$ cat src/rtl/mc_ctrl.sv
// mc_ctrl: multi-cycle control FSM for a shared-ALU, shared-memory core.
// Optional build macro MC_ILLEGAL_TRAP_EN traps unsupported opcodes/funcs.
module mc_ctrl #(
  parameter int MEM_WAIT_MAX = 15,
  parameter int PERF_W       = 32
) (
  input  logic              clk,
  input  logic              rst,
  input  logic [5:0]        op,
  input  logic [5:0]        func,
  input  logic              zero,
  input  logic              mem_ready,
  output logic              mem_req,
  output logic              mem_we,
  output logic              iord,
  output logic              ir_write,
  output logic              pc_write,
  output logic [1:0]        pc_src,
  output logic              target_write,
  output logic              alu_src_a,
  output logic [1:0]        alu_src_b,
  output logic [1:0]        alu_op,
  output logic              reg_write,
  output logic              reg_dst,
  output logic              mem_to_reg,
  output logic              retire,
  output logic              bus_err,
  output logic              illegal,
  output logic [PERF_W-1:0] instr_cnt
);

  localparam int WW = $clog2(MEM_WAIT_MAX + 1);
  localparam logic [WW-1:0] WLAST = WW'(MEM_WAIT_MAX - 1);

  localparam logic [5:0] OP_R    = 6'b000000;
  localparam logic [5:0] OP_LW   = 6'b100011;
  localparam logic [5:0] OP_SW   = 6'b101011;
  localparam logic [5:0] OP_BEQ  = 6'b000100;
  localparam logic [5:0] OP_ADDI = 6'b001000;
  localparam logic [5:0] OP_J    = 6'b000010;

  typedef enum logic [2:0] {
    S_FETCH,
    S_DECODE,
    S_EXEC,
    S_MEM_RD,
    S_MEM_WR,
    S_WB_ALU,
    S_WB_MEM,
    S_HALT
  } state_e;

  state_e            state_q, state_d;
  logic [WW-1:0]     wait_q, wait_d;
  logic [PERF_W-1:0] cnt_q, cnt_d;
  logic              berr_q, berr_d;
  logic              ill_q, ill_d;

  logic mem_req_c, ir_write_c, pc_write_c;
  logic target_write_c, reg_write_c, retire_c;
  logic supported, func_ok, timeout;

  assign supported = (op == OP_R) || (op == OP_LW) ||
                     (op == OP_SW) || (op == OP_BEQ) ||
                     (op == OP_ADDI) || (op == OP_J);

  assign func_ok = (func == 6'b100000) || (func == 6'b100010) ||
                   (func == 6'b100100) || (func == 6'b100101) ||
                   (func == 6'b101010);

  // A wait expires when the last allowed cycle passes without ready.
  assign timeout = (wait_q == WLAST) && !mem_ready;

  // State, wait counter, perf counter and sticky flags.
  always_ff @(posedge clk or posedge rst) begin
    if (rst) begin
      state_q <= S_FETCH;
      wait_q  <= '0;
      cnt_q   <= '0;
      berr_q  <= 1'b0;
      ill_q   <= 1'b0;
    end else begin
      state_q <= state_d;
      wait_q  <= wait_d;
      cnt_q   <= cnt_d;
      berr_q  <= berr_d;
      ill_q   <= ill_d;
    end
  end

  // Next-state and per-state control decode.
  always_comb begin
    state_d        = state_q;
    berr_d         = berr_q;
    ill_d          = ill_q;
    mem_req_c      = 1'b0;
    mem_we         = 1'b0;
    iord           = 1'b0;
    ir_write_c     = 1'b0;
    pc_write_c     = 1'b0;
    pc_src         = 2'd0;
    target_write_c = 1'b0;
    alu_src_a      = 1'b0;
    alu_src_b      = 2'd0;
    alu_op         = 2'd0;
    reg_write_c    = 1'b0;
    reg_dst        = 1'b0;
    mem_to_reg     = 1'b0;
    retire_c       = 1'b0;
    unique case (state_q)
      S_FETCH: begin
        mem_req_c = 1'b1;
        alu_src_b = 2'd1;
        if (mem_ready) begin
          ir_write_c = 1'b1;
          pc_write_c = 1'b1;
          state_d    = S_DECODE;
        end else if (timeout) begin
          berr_d  = 1'b1;
          state_d = S_HALT;
        end
      end
      S_DECODE: begin
        alu_src_b      = 2'd3;
        target_write_c = 1'b1;
`ifdef MC_ILLEGAL_TRAP_EN
        if (!supported || (op == OP_R && !func_ok)) begin
          ill_d   = 1'b1;
          state_d = S_HALT;
        end else if (op == OP_J) begin
          pc_write_c = 1'b1;
          pc_src     = 2'd2;
          retire_c   = 1'b1;
          state_d    = S_FETCH;
        end else begin
          state_d = S_EXEC;
        end
`else
        if (op == OP_J) begin
          pc_write_c = 1'b1;
          pc_src     = 2'd2;
          retire_c   = 1'b1;
          state_d    = S_FETCH;
        end else if (supported) begin
          state_d = S_EXEC;
        end else begin
          retire_c = 1'b1;
          state_d  = S_FETCH;
        end
`endif
      end
      S_EXEC: begin
        alu_src_a = 1'b1;
        unique case (1'b1)
          (op == OP_R): begin
            alu_op  = 2'd2;
            state_d = S_WB_ALU;
          end
          (op == OP_LW): begin
            alu_src_b = 2'd2;
            state_d   = S_MEM_RD;
          end
          (op == OP_SW): begin
            alu_src_b = 2'd2;
            state_d   = S_MEM_WR;
          end
          (op == OP_ADDI): begin
            alu_src_b = 2'd2;
            state_d   = S_WB_ALU;
          end
          (op == OP_BEQ): begin
            alu_op     = 2'd1;
            pc_write_c = zero;
            pc_src     = 2'd1;
            retire_c   = 1'b1;
            state_d    = S_FETCH;
          end
          default: state_d = S_FETCH;
        endcase
      end
      S_MEM_RD: begin
        mem_req_c = 1'b1;
        iord      = 1'b1;
        if (mem_ready) begin
          state_d = S_WB_MEM;
        end else if (timeout) begin
          berr_d  = 1'b1;
          state_d = S_HALT;
        end
      end
      S_MEM_WR: begin
        mem_req_c = 1'b1;
        mem_we    = 1'b1;
        iord      = 1'b1;
        if (mem_ready) begin
          retire_c = 1'b1;
          state_d  = S_FETCH;
        end else if (timeout) begin
          berr_d  = 1'b1;
          state_d = S_HALT;
        end
      end
      S_WB_ALU: begin
        reg_write_c = 1'b1;
        reg_dst     = (op == OP_R);
        retire_c    = 1'b1;
        state_d     = S_FETCH;
      end
      S_WB_MEM: begin
        reg_write_c = 1'b1;
        mem_to_reg  = 1'b1;
        retire_c    = 1'b1;
        state_d     = S_FETCH;
      end
      S_HALT: begin
        state_d = S_HALT;
      end
    endcase
  end

  // Wait counter restarts per access and counts unanswered requests.
  always_comb begin
    wait_d = wait_q;
    if ((state_d != state_q) &&
        ((state_d == S_FETCH) || (state_d == S_MEM_RD) ||
         (state_d == S_MEM_WR))) begin
      wait_d = '0;
    end else if (mem_ready) begin
      wait_d = '0;
    end else if (mem_req_c) begin
      wait_d = wait_q + WW'(1);
    end
  end

  // Retired-instruction counter wraps naturally.
  always_comb begin
    cnt_d = cnt_q + (retire_c ? PERF_W'(1) : '0);
  end

  assign mem_req      = mem_req_c      & ~rst;
  assign ir_write     = ir_write_c     & ~rst;
  assign pc_write     = pc_write_c     & ~rst;
  assign target_write = target_write_c & ~rst;
  assign reg_write    = reg_write_c    & ~rst;
  assign retire       = retire_c       & ~rst;
  assign bus_err      = berr_q;
  assign instr_cnt    = cnt_q;

`ifdef MC_ILLEGAL_TRAP_EN
  assign illegal = ill_q;
`else
  logic unused_trap;
  assign unused_trap = ill_q ^ func_ok;
  assign illegal     = 1'b0;
`endif

endmodule
$ cat config.mk
export PLATFORM = sky130hd
export DESIGN_NAME = mc_ctrl
export DESIGN_NICKNAME = d
export VERILOG_FILES = /design/src/rtl/mc_ctrl.sv
export SDC_FILE = /design/constraint.sdc
export NUM_CORES = 1
export LEC_CHECK = 0
export CAP_MARGIN = 20
export CORE_ASPECT_RATIO = 0.6
export CORE_MARGIN = 5
export CORE_UTILIZATION = 40
export CTS_BUF_LIST = sky130_fd_sc_hd__clkbuf_4 sky130_fd_sc_hd__clkbuf_8
export DETAILED_ROUTE_END_ITERATION = 6
export GPL_ROUTABILITY_DRIVEN = 0
export GPL_TIMING_DRIVEN = 0
export PLACE_DENSITY_LB_ADDON = 0.25
export SLEW_MARGIN = 0
export SYNTH_ARGS = -nofsm -noshare
export SYNTH_HDL_FRONTEND = slang
export SYNTH_SLANG_ARGS = --single-unit
$ cat constraint.sdc
create_clock -name clk -period 5.3 [get_ports clk]
set_input_delay 1.59 -clock clk [delete_from_list [all_inputs] [get_ports clk]]
set_output_delay 1.59 -clock clk [all_outputs]
set_load 0.01 [all_outputs]
## After elaboration in Yosys (flattened, before gate mapping)

Index checks and enable logic that the tools add are counted.

- Bits in registers: 40
- Input bits: 16
- Output and inout bits: 51
- Logic and storage cells: 86

- Add/subtract/negate cells: 2
- Eq/ne operators: 16
- Muxes and demuxes: 36
- Bitwise logic cells: 8
- Reduce and logical (&&, ||, !) cells: 20

Operators with widths:

| operator | count |
|---|---|
| $add 32x1->32 | 1 |
| $pmux 3 s7 | 1 |
| $mux 1 | 17 |
| $eq 3x3->1 const B | 5 |
| $eq 6x6->1 const B | 2 |
| $mux 3 | 4 |
| $mux 4 | 3 |
| $mux 2 | 5 |
| $eq 3x2->1 const B | 3 |
| $pmux 3 s3 | 1 |
| $pmux 2 s2 | 2 |
| $logic_or 1x1->1 | 7 |
| $and 1x1->1 | 6 |
| $eq 6x2->1 const B | 1 |
| $eq 6x3->1 const B | 1 |
| $eq 6x4->1 const B | 1 |
| $logic_not 3->1 | 2 |
| $logic_not 6->1 | 1 |
| $pmux 2 s3 | 1 |
| $reduce_or 2->1 | 3 |
| $reduce_or 3->1 | 2 |
| $add 4x1->4 const B | 1 |
| $eq 4x4->1 const B | 1 |
| $pmux 1 s4 | 1 |
| other kinds (8) | 10 |

## Depth between registers and ports, before layout

Gate-level depths: netlist of run 1.

- Word-level depth: 14
- Mapped depth: 11
- Mapped depth without buffers: 10

## Least setup slack after synthesis of run 1

OpenSTA, ideal clock, no wires.

- Kind: input port to output port
- Start point: input port op[3]
- End point: output port pc_write
- Arrival: 3.144 ns
- Setup slack: 0.566 ns
- Stages on the path: 5
- Buffers on the path: 0
- Cell sequence: or3_1 > nor4_1 > and3_1 > a211oi_1 > a2111oi_0

- Word-level cells in the longest chain between the ends: 4

RTL lines:

| what | line | text |
|---|---|---|
| start, declared | 9 | `input logic [5:0] op,` |
| $eq 6x3->1 or $eq 6x2->1 (tied branches) | 171, 139 |  |
| $mux 1 (on tied branches) | 154, 139 |  |
| $pmux 1 s3 * | 110 | `unique case (state_q)` |
| $and 1x1->1 * | 242 | `assign pc_write = pc_write_c & ~rst;` |
| end, declared | 17 | `output logic pc_write,` |

Every way passes the cells marked *; elsewhere a longest branch is shown, timed or not.

## Worst setup path in the final report of run 1

- Start point: input port op[0]
- End point: output port alu_src_b[1]

- Word-level cells in the longest chain between the ends: 4

RTL lines:

| what | line | text |
|---|---|---|
| $eq 6x6->1, or another cell as far along | 159 | `(op == OP_LW): begin` |
| $reduce_or 3->1 (no source line) * | - |  |
| $mux 2 * | 154 | `unique case (1'b1)` |
| $pmux 2 s3 * | 110 |  |
| end, declared | 21 | `output logic [1:0] alu_src_b,` |

Marked as above.

==> impl_metrics.py, run 1 <==
metrics = {
    "job": {
        "maxCapViolations": 0,
    },
    "yosys": {
        "synth_area_um2": 2170,
        "post_synthesis_register_bit_count": 40,
        "ys_types": 48,
        "synth_seq_area_share_pct": 46.1,
        "ys_warn_count": 0,
        "synth_cells": 215,
        "synthesis.area_per_instance_um2": 10.1,
        "postSynthNetCount": 235,
    },
    "sta": {
        "fin_ws_ns": 0.0504,
        "worst_slew_pin_slew_ns": 0.525,
        "setup-violations-final": 0,
        "hold_viol": 0,
        "slew_violations": 0,
        "period_minus_slack_ns": 5.25,
        "skew_ns": 0.0104,
        "final.period_utilization_pct": 99.0,
        "timing.fmax_ghz": 0.190,
        "grt_setup_unrepaired": "yes",
        "slew_headroom_pct": 64.8,
    },
    "global_routing": {
        "grt_start_max_net_pins": 43,
        "grtUsageMet2_pct": 19.4,
        "grt_util_met3_pct": 5.81,
        "use_met1_pct": 22.8,
        "grt_busiest_layer": "met1",
        "gr-total-overflow": 0,
        "grt_first_pass_wirelength_um": 8450,
        "via_count_of_the_first_global_routing_pass": 1718,
        "grt_usage_pct": 15.0,
        "number_of_antenna_violations_at_the_first_check_in_global_routing": 0,
    },
    "floorplanning": {
        "die_y_um": 67.1,
        "die_w_um": 105,
        "i_o_pin_cnt": 67,
        "design.die.area_um2": 7050,
        "placement_rows": 20,
        "placeableCoreArea_um2": 5150,
        "start_util_pct": 42.1,
    },
    "clock_network": {
        "cts_hold_repair.buffers": 0,
        "cts.clk_slew.worst_paths_ns": 0.08,
        "tritoncts_clock_tree": "done",
        "root_buffer_selected_by_cts": "sky130_fd_sc_hd__clkbuf_8",
        "clock_latency_ns": 0.29,
        "cts_inserted_buffers": 5,
        "numClockSinks": 40,
        "cts-htree-levels": 2,
        "ctsLongestPathBuffers": 2,
    },
    "cells_and_area": {
        "areaGrowthSynthToFinish_pct": 37.6,
        "mostFrequentLayoutCells": "sky130_fd_sc_hd__clkdlybuf4s50_1, sky130_fd_sc_hd__dfrtp_1, sky130_fd_sc_hd__xnor2_1",
        "stdcell_count": 349,
        "layout_commonest_cell": "sky130_fd_sc_hd__clkdlybuf4s50_1",
        "final_nets": 302,
        "antenna-diode-count": 0,
        "layout-drive-gt1-share_pct": 11.3,
        "area_of_all_placed_cells_without_fillers_um2": 2990,
    },
    "detailed_routing": {
        "routed_wl_um": 5090,
        "detailed_route_drc_error_count": 0,
        "drtAntennaViolNets": 0,
        "detailroute.via_count": 1832,
        "firstDrtPassIters": 4,
        "dr.first_iter.drc_count": 89,
        "wl_per_cell_um": 14.6,
        "post_drt_via_cell_ratio": 5.25,
    },
    "placement": {
        "placement.cell_area_um2": 2850,
        "pre_cts_slack_ns": -0.340,
        "detailedPlacementHpwl_um": 3980,
        "place.port_buffers": 59,
        "place_inst": 340,
    },
    "setup_path": {
        "worstSetupStartpoint": "op[0]",
        "timing.critical_path.from_type": "input port",
        "r2r_setup_slack_ns": 2.54,
        "criticalPathCategory": "in2out",
        "critPathArrivalTime_ns": 3.66,
        "critical_path.endpoint_type": "output pin",
        "path_max_fanout": 5,
        "critPathRequiredTime_ns": 3.71,
        "r2r_start": "state_q[2]$_DFF_PP0_",
    },
    "worst_hold_path": {
        "holdCritStartpoint": "instr_cnt[31]$_DFF_PP0_",
        "hold_path.class": "reg2reg",
    },
    "pwr": {
        "report.power.total_w": 0.00101,
        "pwrdens_nw_per_um2": 340,
        "vdd_ir_drop_max_uv": 136,
        "power_leakage_nw": 1.26,
    },
    "status": {
        "outcome": "complete, no violations",
    },
}
==> path summary, 6_finish.rpt <==
path / end / cells past startpoint
setup / recovery: alu_src_b[1] / 6
hold / removal: instr_cnt[31]$_DFF_PP0_ / 1
setup reg to reg: instr_cnt[30]$_DFF_PP0_ / 11
hold reg to reg: instr_cnt[31]$_DFF_PP0_ / 1
max in group asynchronous: state_q[0]$_DFF_PP0_ / 2
min in group asynchronous: instr_cnt[2]$_DFF_PP0_ / 2
==> metrics by stage <==
step                setup TNS, ns  util, %  hold slack (ns)
finish                          0     58.0            0.477
CTS                             0     57.3            0.482
global placement            -1.26     55.2            0.457
floorplan                       0        -            0.507
detailed placement         -0.340     55.2            0.471
global route              -0.0309     58.0            0.488
==> metal layers <==
metal	wire, um	share of wire [%]
met1	2640	52
met2	2050	40
met3	394	7.7
met4	0	0
met5	0	0
==> synthesized netlist by cell type, drive strengths merged <==
| library cell | n | share of area, % |
|---|---|---|
| nor3 | 3 | 0.92 |
| a31oi | 2 | 0.58 |
| o21bai | 1 | 0.35 |
| mux2i | 1 | 0.46 |
| a211oi | 3 | 1.3 |
| mux2 | 1 | 0.52 |
| a2111oi | 3 | 1.2 |
| or3 | 2 | 0.58 |
| inv | 6 | 1.0 |
| and2 | 5 | 1.4 |
| o31ai | 1 | 0.35 |
| or2 | 2 | 0.58 |
| ha | 4 | 2.3 |
| xor2 | 8 | 3.2 |
| a22oi | 1 | 0.58 |
| xnor2 | 25 | 10 |
| a31o | 1 | 0.40 |
| dfrtp | 40 | 46 |
| o22a | 2 | 0.81 |
| and4 | 6 | 2.5 |
| nand4 | 4 | 1.2 |
| a21oi | 6 | 1.4 |
| a21boi | 1 | 0.35 |
| nand2 | 14 | 2.4 |
| o21a | 1 | 0.35 |
| o32ai | 2 | 1.7 |
| or4 | 1 | 0.35 |
| nor4 | 4 | 1.2 |
| clkbuf | 2 | 0.35 |
| nand4b | 2 | 0.81 |
| and3 | 9 | 2.6 |
| nor2 | 18 | 3.1 |
| o21ai | 3 | 0.69 |
| nand3 | 15 | 3.5 |
| buf | 9 | 2.6 |
| conb | 1 | 0.17 |
| o221ai | 1 | 0.69 |
| nand2b | 2 | 0.58 |
| o22ai | 2 | 0.58 |
| nor2b | 1 | 0.29 |
==> final cells by class <==
class                   count  area (um2)
flip-flops and latches     40        1000
repair buffers             60         596
fillers                   462        2170
well taps                  66        82.6
inverters                   6        25.0
clock inverters             2        35.0
multi-input cells         158        1110
clock buffers               6        76.3
plain buffers              11        63.8
==> critical path, cell delays in order <==
cell                              delay, ns
sky130_fd_sc_hd__clkdlybuf4s50_1       0.59
sky130_fd_sc_hd__and3_1                0.28
sky130_fd_sc_hd__a21oi_1               0.07
sky130_fd_sc_hd__or4_1                 0.41
sky130_fd_sc_hd__a21oi_1               0.16
sky130_fd_sc_hd__clkdlybuf4s50_1       0.55
==> cells by family (layout without fill, tap and decap cells) <==
family / Yosys count / count (layout) / synth area share, %
flip-flops: 40 / 40 / 46.1
multiplexers: 2 / 2 / 0.979
AND/OR/NAND/NOR: 88 / 88 / 21.9
XOR/XNOR: 33 / 33 / 13.3
buffers and inverters: 17 / 85 / 3.97
adder cells (fa/ha/maj): 4 / 4 / 2.30
other: 1 / 1 / 0.173
AO/OA/AOI/OAI: 30 / 30 / 11.2
==> state kept, by name, summed over array words and instances, names as in the netlist <==
signal	count
instr_cnt	32
state_q	3
wait_q	4
bus_err	1
==> power breakdown <==
| part | switching (W) | internal [W] |
|---|---|---|
| Clock | 0.000100 | 0.000145 |
| Sequential | 0.0000342 | 0.000341 |
| Combinational | 0.000209 | 0.000186 |
==> what timing repair did <==
item                                    in CTS  in global routing
gates resized for setup                      1                 10
pin swaps                                    0                  2
endpoints found under the setup margin       1                  4
buffers inserted                             0                  1
No activity file was read; power rests on OpenSTA's default activity.
==> run 2, diff against run 1 <==
--- a/config.mk
+++ b/config.mk
@@ -11,9 +11,9 @@
 export CORE_UTILIZATION = 40
 export CTS_BUF_LIST = sky130_fd_sc_hd__clkbuf_4 sky130_fd_sc_hd__clkbuf_8
 export DETAILED_ROUTE_END_ITERATION = 6
-export GPL_ROUTABILITY_DRIVEN = 0
+export GPL_ROUTABILITY_DRIVEN = 1
 export GPL_TIMING_DRIVEN = 0
-export PLACE_DENSITY_LB_ADDON = 0.25
+export PLACE_DENSITY = 0.7
 export SLEW_MARGIN = 0
 export SYNTH_ARGS = -nofsm -noshare
 export SYNTH_HDL_FRONTEND = slang
==> run 2 against run 1 <==
Net effect: global-route usage is 0.48 points higher; sequential cell count stayed put; critical endpoint is now retire; cell area is 0.33% lower; largest cell class unchanged; count of clock-buffer cells in the layout is 2 higher; first-iteration DRC count is 120% higher; register-to-register slack worse by 0.05 ns; non-clock buffer count stayed put; total power is 2.6% lower; highest routed layer is now met4; hold slack worse by 0.010 ns; final cell count stayed put; fmax is 0.16% higher; wire length is 2.3% higher.
==> impl_metrics.py, run 2 (synthesis gave the netlist of run 1 again) <==
metrics = {
    "status": {
        "outcome": "complete, no violations",
    },
    "setup_path": {
        "timing.critical_path.from_type": "input port",
        "worstPathCellList": "clkdlybuf4s50_1 > and3_2 > a22oi_2 > a21oi_1 > o32ai_2 > and2_1 > clkdlybuf4s50_1",
        "reg2regPathDepth": 11,
        "critical-path-max-stage-delay_ns": 0.56,
        "path_max_fanout": 5,
        "critPathRequiredTime_ns": 3.71,
        "critical-path-top-cell-by-count": "sky130_fd_sc_hd__clkdlybuf4s50_1",
        "critPathArrivalTime_ns": 3.65,
        "crit_path_top_delay_cell": "sky130_fd_sc_hd__clkdlybuf4s50_1",
        "critical_path.endpoint_type": "output pin",
        "criticalPathCategory": "in2out",
    },
    "cells_and_area": {
        "multi_input_gate_area_in_the_final_layout_um2": 1110,
        "final_nets": 302,
        "layout-drive-gt1-share_pct": 11.7,
        "antenna-diode-count": 0,
        "area.sequential_um2": 1000,
        "areaGrowthSynthToFinish_pct": 37.2,
        "layout_commonest_cell": "sky130_fd_sc_hd__clkdlybuf4s50_1",
        "fillCellCount": 443,
        "largest_register_ffs": 32,
        "mostFrequentLayoutCells": "sky130_fd_sc_hd__clkdlybuf4s50_1, sky130_fd_sc_hd__dfrtp_1, sky130_fd_sc_hd__xnor2_1",
    },
    "clock_network": {
        "cts_hold_repair.buffers": 0,
        "cts-htree-levels": 2,
        "numClockSinks": 40,
        "cts.clk_slew.worst_paths_ns": 0.07,
        "tritoncts_clock_tree": "done",
        "root_buffer_selected_by_cts": "sky130_fd_sc_hd__clkbuf_8",
        "clock_latency_ns": 0.29,
        "ctsLongestPathBuffers": 2,
        "cts_inserted_buffers": 5,
    },
    "global_routing": {
        "grt_util_met3_pct": 5.13,
        "grt_usage_pct": 15.5,
        "grt_first_pass_wirelength_um": 8780,
        "number_of_antenna_violations_at_the_first_check_in_global_routing": 0,
        "grtUsageMet2_pct": 22.4,
        "gr-total-overflow": 0,
        "via_count_of_the_first_global_routing_pass": 1755,
        "grt_busiest_layer": "met2",
        "use_met1_pct": 22.3,
        "grt_start_max_net_pins": 43,
    },
    "sta": {
        "slew_violations": 0,
        "timing.fmax_ghz": 0.191,
        "skew_ns": 0.00376,
        "worst_slew_pin_slew_ns": 0.542,
        "setup-violations-final": 0,
        "final.period_utilization_pct": 98.9,
        "period_minus_slack_ns": 5.24,
        "hold_viol": 0,
        "slew_headroom_pct": 62.9,
        "fin_ws_ns": 0.0587,
    },
    "pwr": {
        "clockPowerShare_pct": 22.0,
        "internal_power_w": 0.000642,
        "power.sequential.fraction_pct": 38.0,
        "power_frac_comb_pct": 40.0,
        "reported_net_switching_power_w": 0.000346,
        "report.power.total_w": 0.000988,
        "power_leakage_nw": 1.26,
        "pwrdens_nw_per_um2": 332,
        "net_sw_share_pct": 35.0,
        "vdd_ir_drop_max_uv": 135,
    },
    "floorplanning": {
        "design.die.area_um2": 7050,
        "i_o_pin_cnt": 67,
        "placeableCoreArea_um2": 5150,
        "placement_rows": 20,
        "start_util_pct": 42.1,
        "die_w_um": 105,
        "die_y_um": 67.1,
    },
    "placement": {
        "globalplace.congestion": 0.930,
        "place.port_buffers": 59,
        "detailedPlacementHpwl_um": 3900,
        "pre_cts_slack_ns": -0.387,
    },
    "detailed_routing": {
        "detailed_route_drc_error_count": 0,
        "drtAntennaViolNets": 0,
        "firstDrtPassIters": 4,
        "post_drt_via_cell_ratio": 5.21,
        "dr.first_iter.drc_count": 194,
        "routed_wl_um": 5200,
        "wl_per_cell_um": 14.9,
        "detailroute.via_count": 1817,
    },
    "worst_hold_path": {
        "hold_path.class": "reg2reg",
        "hold_path_depth": 1,
    },
    "job": {
        "maxCapViolations": 0,
    },
}
-- run 2: layout make-up --
| class | count | area share (%) |
|---|---|---|
| timing repair buffer | 60 | 20.1 |
| sequential | 40 | 33.6 |
| inverter | 6 | 0.840 |
| clock buffer | 8 | 3.28 |
| multi-input combinational | 158 | 37.3 |
| buffer | 11 | 2.14 |
| tap | 66 | 2.77 |
-- run 2: critical path: cells and delay by family --
family	cells	cell delay (ns)
buffers and inverters	2	1.06
AOI/OAI and AO/OA	3	0.58
and+or+nand+nor	2	0.43
-- run 2: worst paths after layout --
path | endpoint | slack [ns] | start
max | retire | 0.06 | op[1]
min | instr_cnt[31]$_DFF_PP0_ | 0.47 | instr_cnt[31]$_DFF_PP0_
max reg2reg | instr_cnt[30]$_DFF_PP0_ | 2.49 | state_q[2]$_DFF_PP0_
min reg2reg | instr_cnt[31]$_DFF_PP0_ | 0.47 | instr_cnt[31]$_DFF_PP0_
max in group asynchronous | bus_err$_DFFE_PP0P_ | 3.09 | rst
min in group asynchronous | state_q[1]$_DFF_PP0_ | 1.86 | rst
-- run 2: power groups by stage --
stage	clock [W]	sequential, W	combinational, W
floorplan	0	0.000383	0.000221
global placement	0	0.000379	0.000384
detailed placement	0	0.000379	0.000388
CTS	0.000225	0.000374	0.000392
global route	0.000237	0.000381	0.000430
finish	0.000217	0.000375	0.000395
-- run 2: timing repair --
| action | in CTS | in global routing |
|---|---|---|
| pin swaps | 0 | 3 |
| setup endpoints to repair | 2 | 4 |
| buffers inserted | 0 | 1 |
| resized for setup | 2 | 11 |
-- run 2: layer usage --
metal / vias to the layer above / share of wire [%]
met2: 42 / 43
met3: 5 / 6.0
met5: - / 0
met4: 0 / 0.48
li1: 893 / -
met1: 877 / 50
-- run 2: metrics by stage --
step	std cells	util, %	setup TNS (ns)	hold slack (ns)	instance area, um2
after floorplan	215	-	0	0.507	2170
after global placement	340	55.2	-1.24	0.455	2850
after detailed placement	340	55.2	-0.430	0.464	2850
after CTS	348	57.2	-0.0316	0.475	2950
after global routing	349	57.8	-0.0305	0.487	2980
final	349	57.8	0	0.467	2980
==> run 3, diff against run 2 <==
--- a/config.mk
+++ b/config.mk
@@ -10,6 +10,7 @@
 export CORE_MARGIN = 5
 export CORE_UTILIZATION = 40
 export CTS_BUF_LIST = sky130_fd_sc_hd__clkbuf_4 sky130_fd_sc_hd__clkbuf_8
+export CTS_CLUSTER_SIZE = 40
 export DETAILED_ROUTE_END_ITERATION = 6
 export GPL_ROUTABILITY_DRIVEN = 1
 export GPL_TIMING_DRIVEN = 0
==> results of run 3 <==
The final DEF is identical to that of run 2; final timing and power are the same.
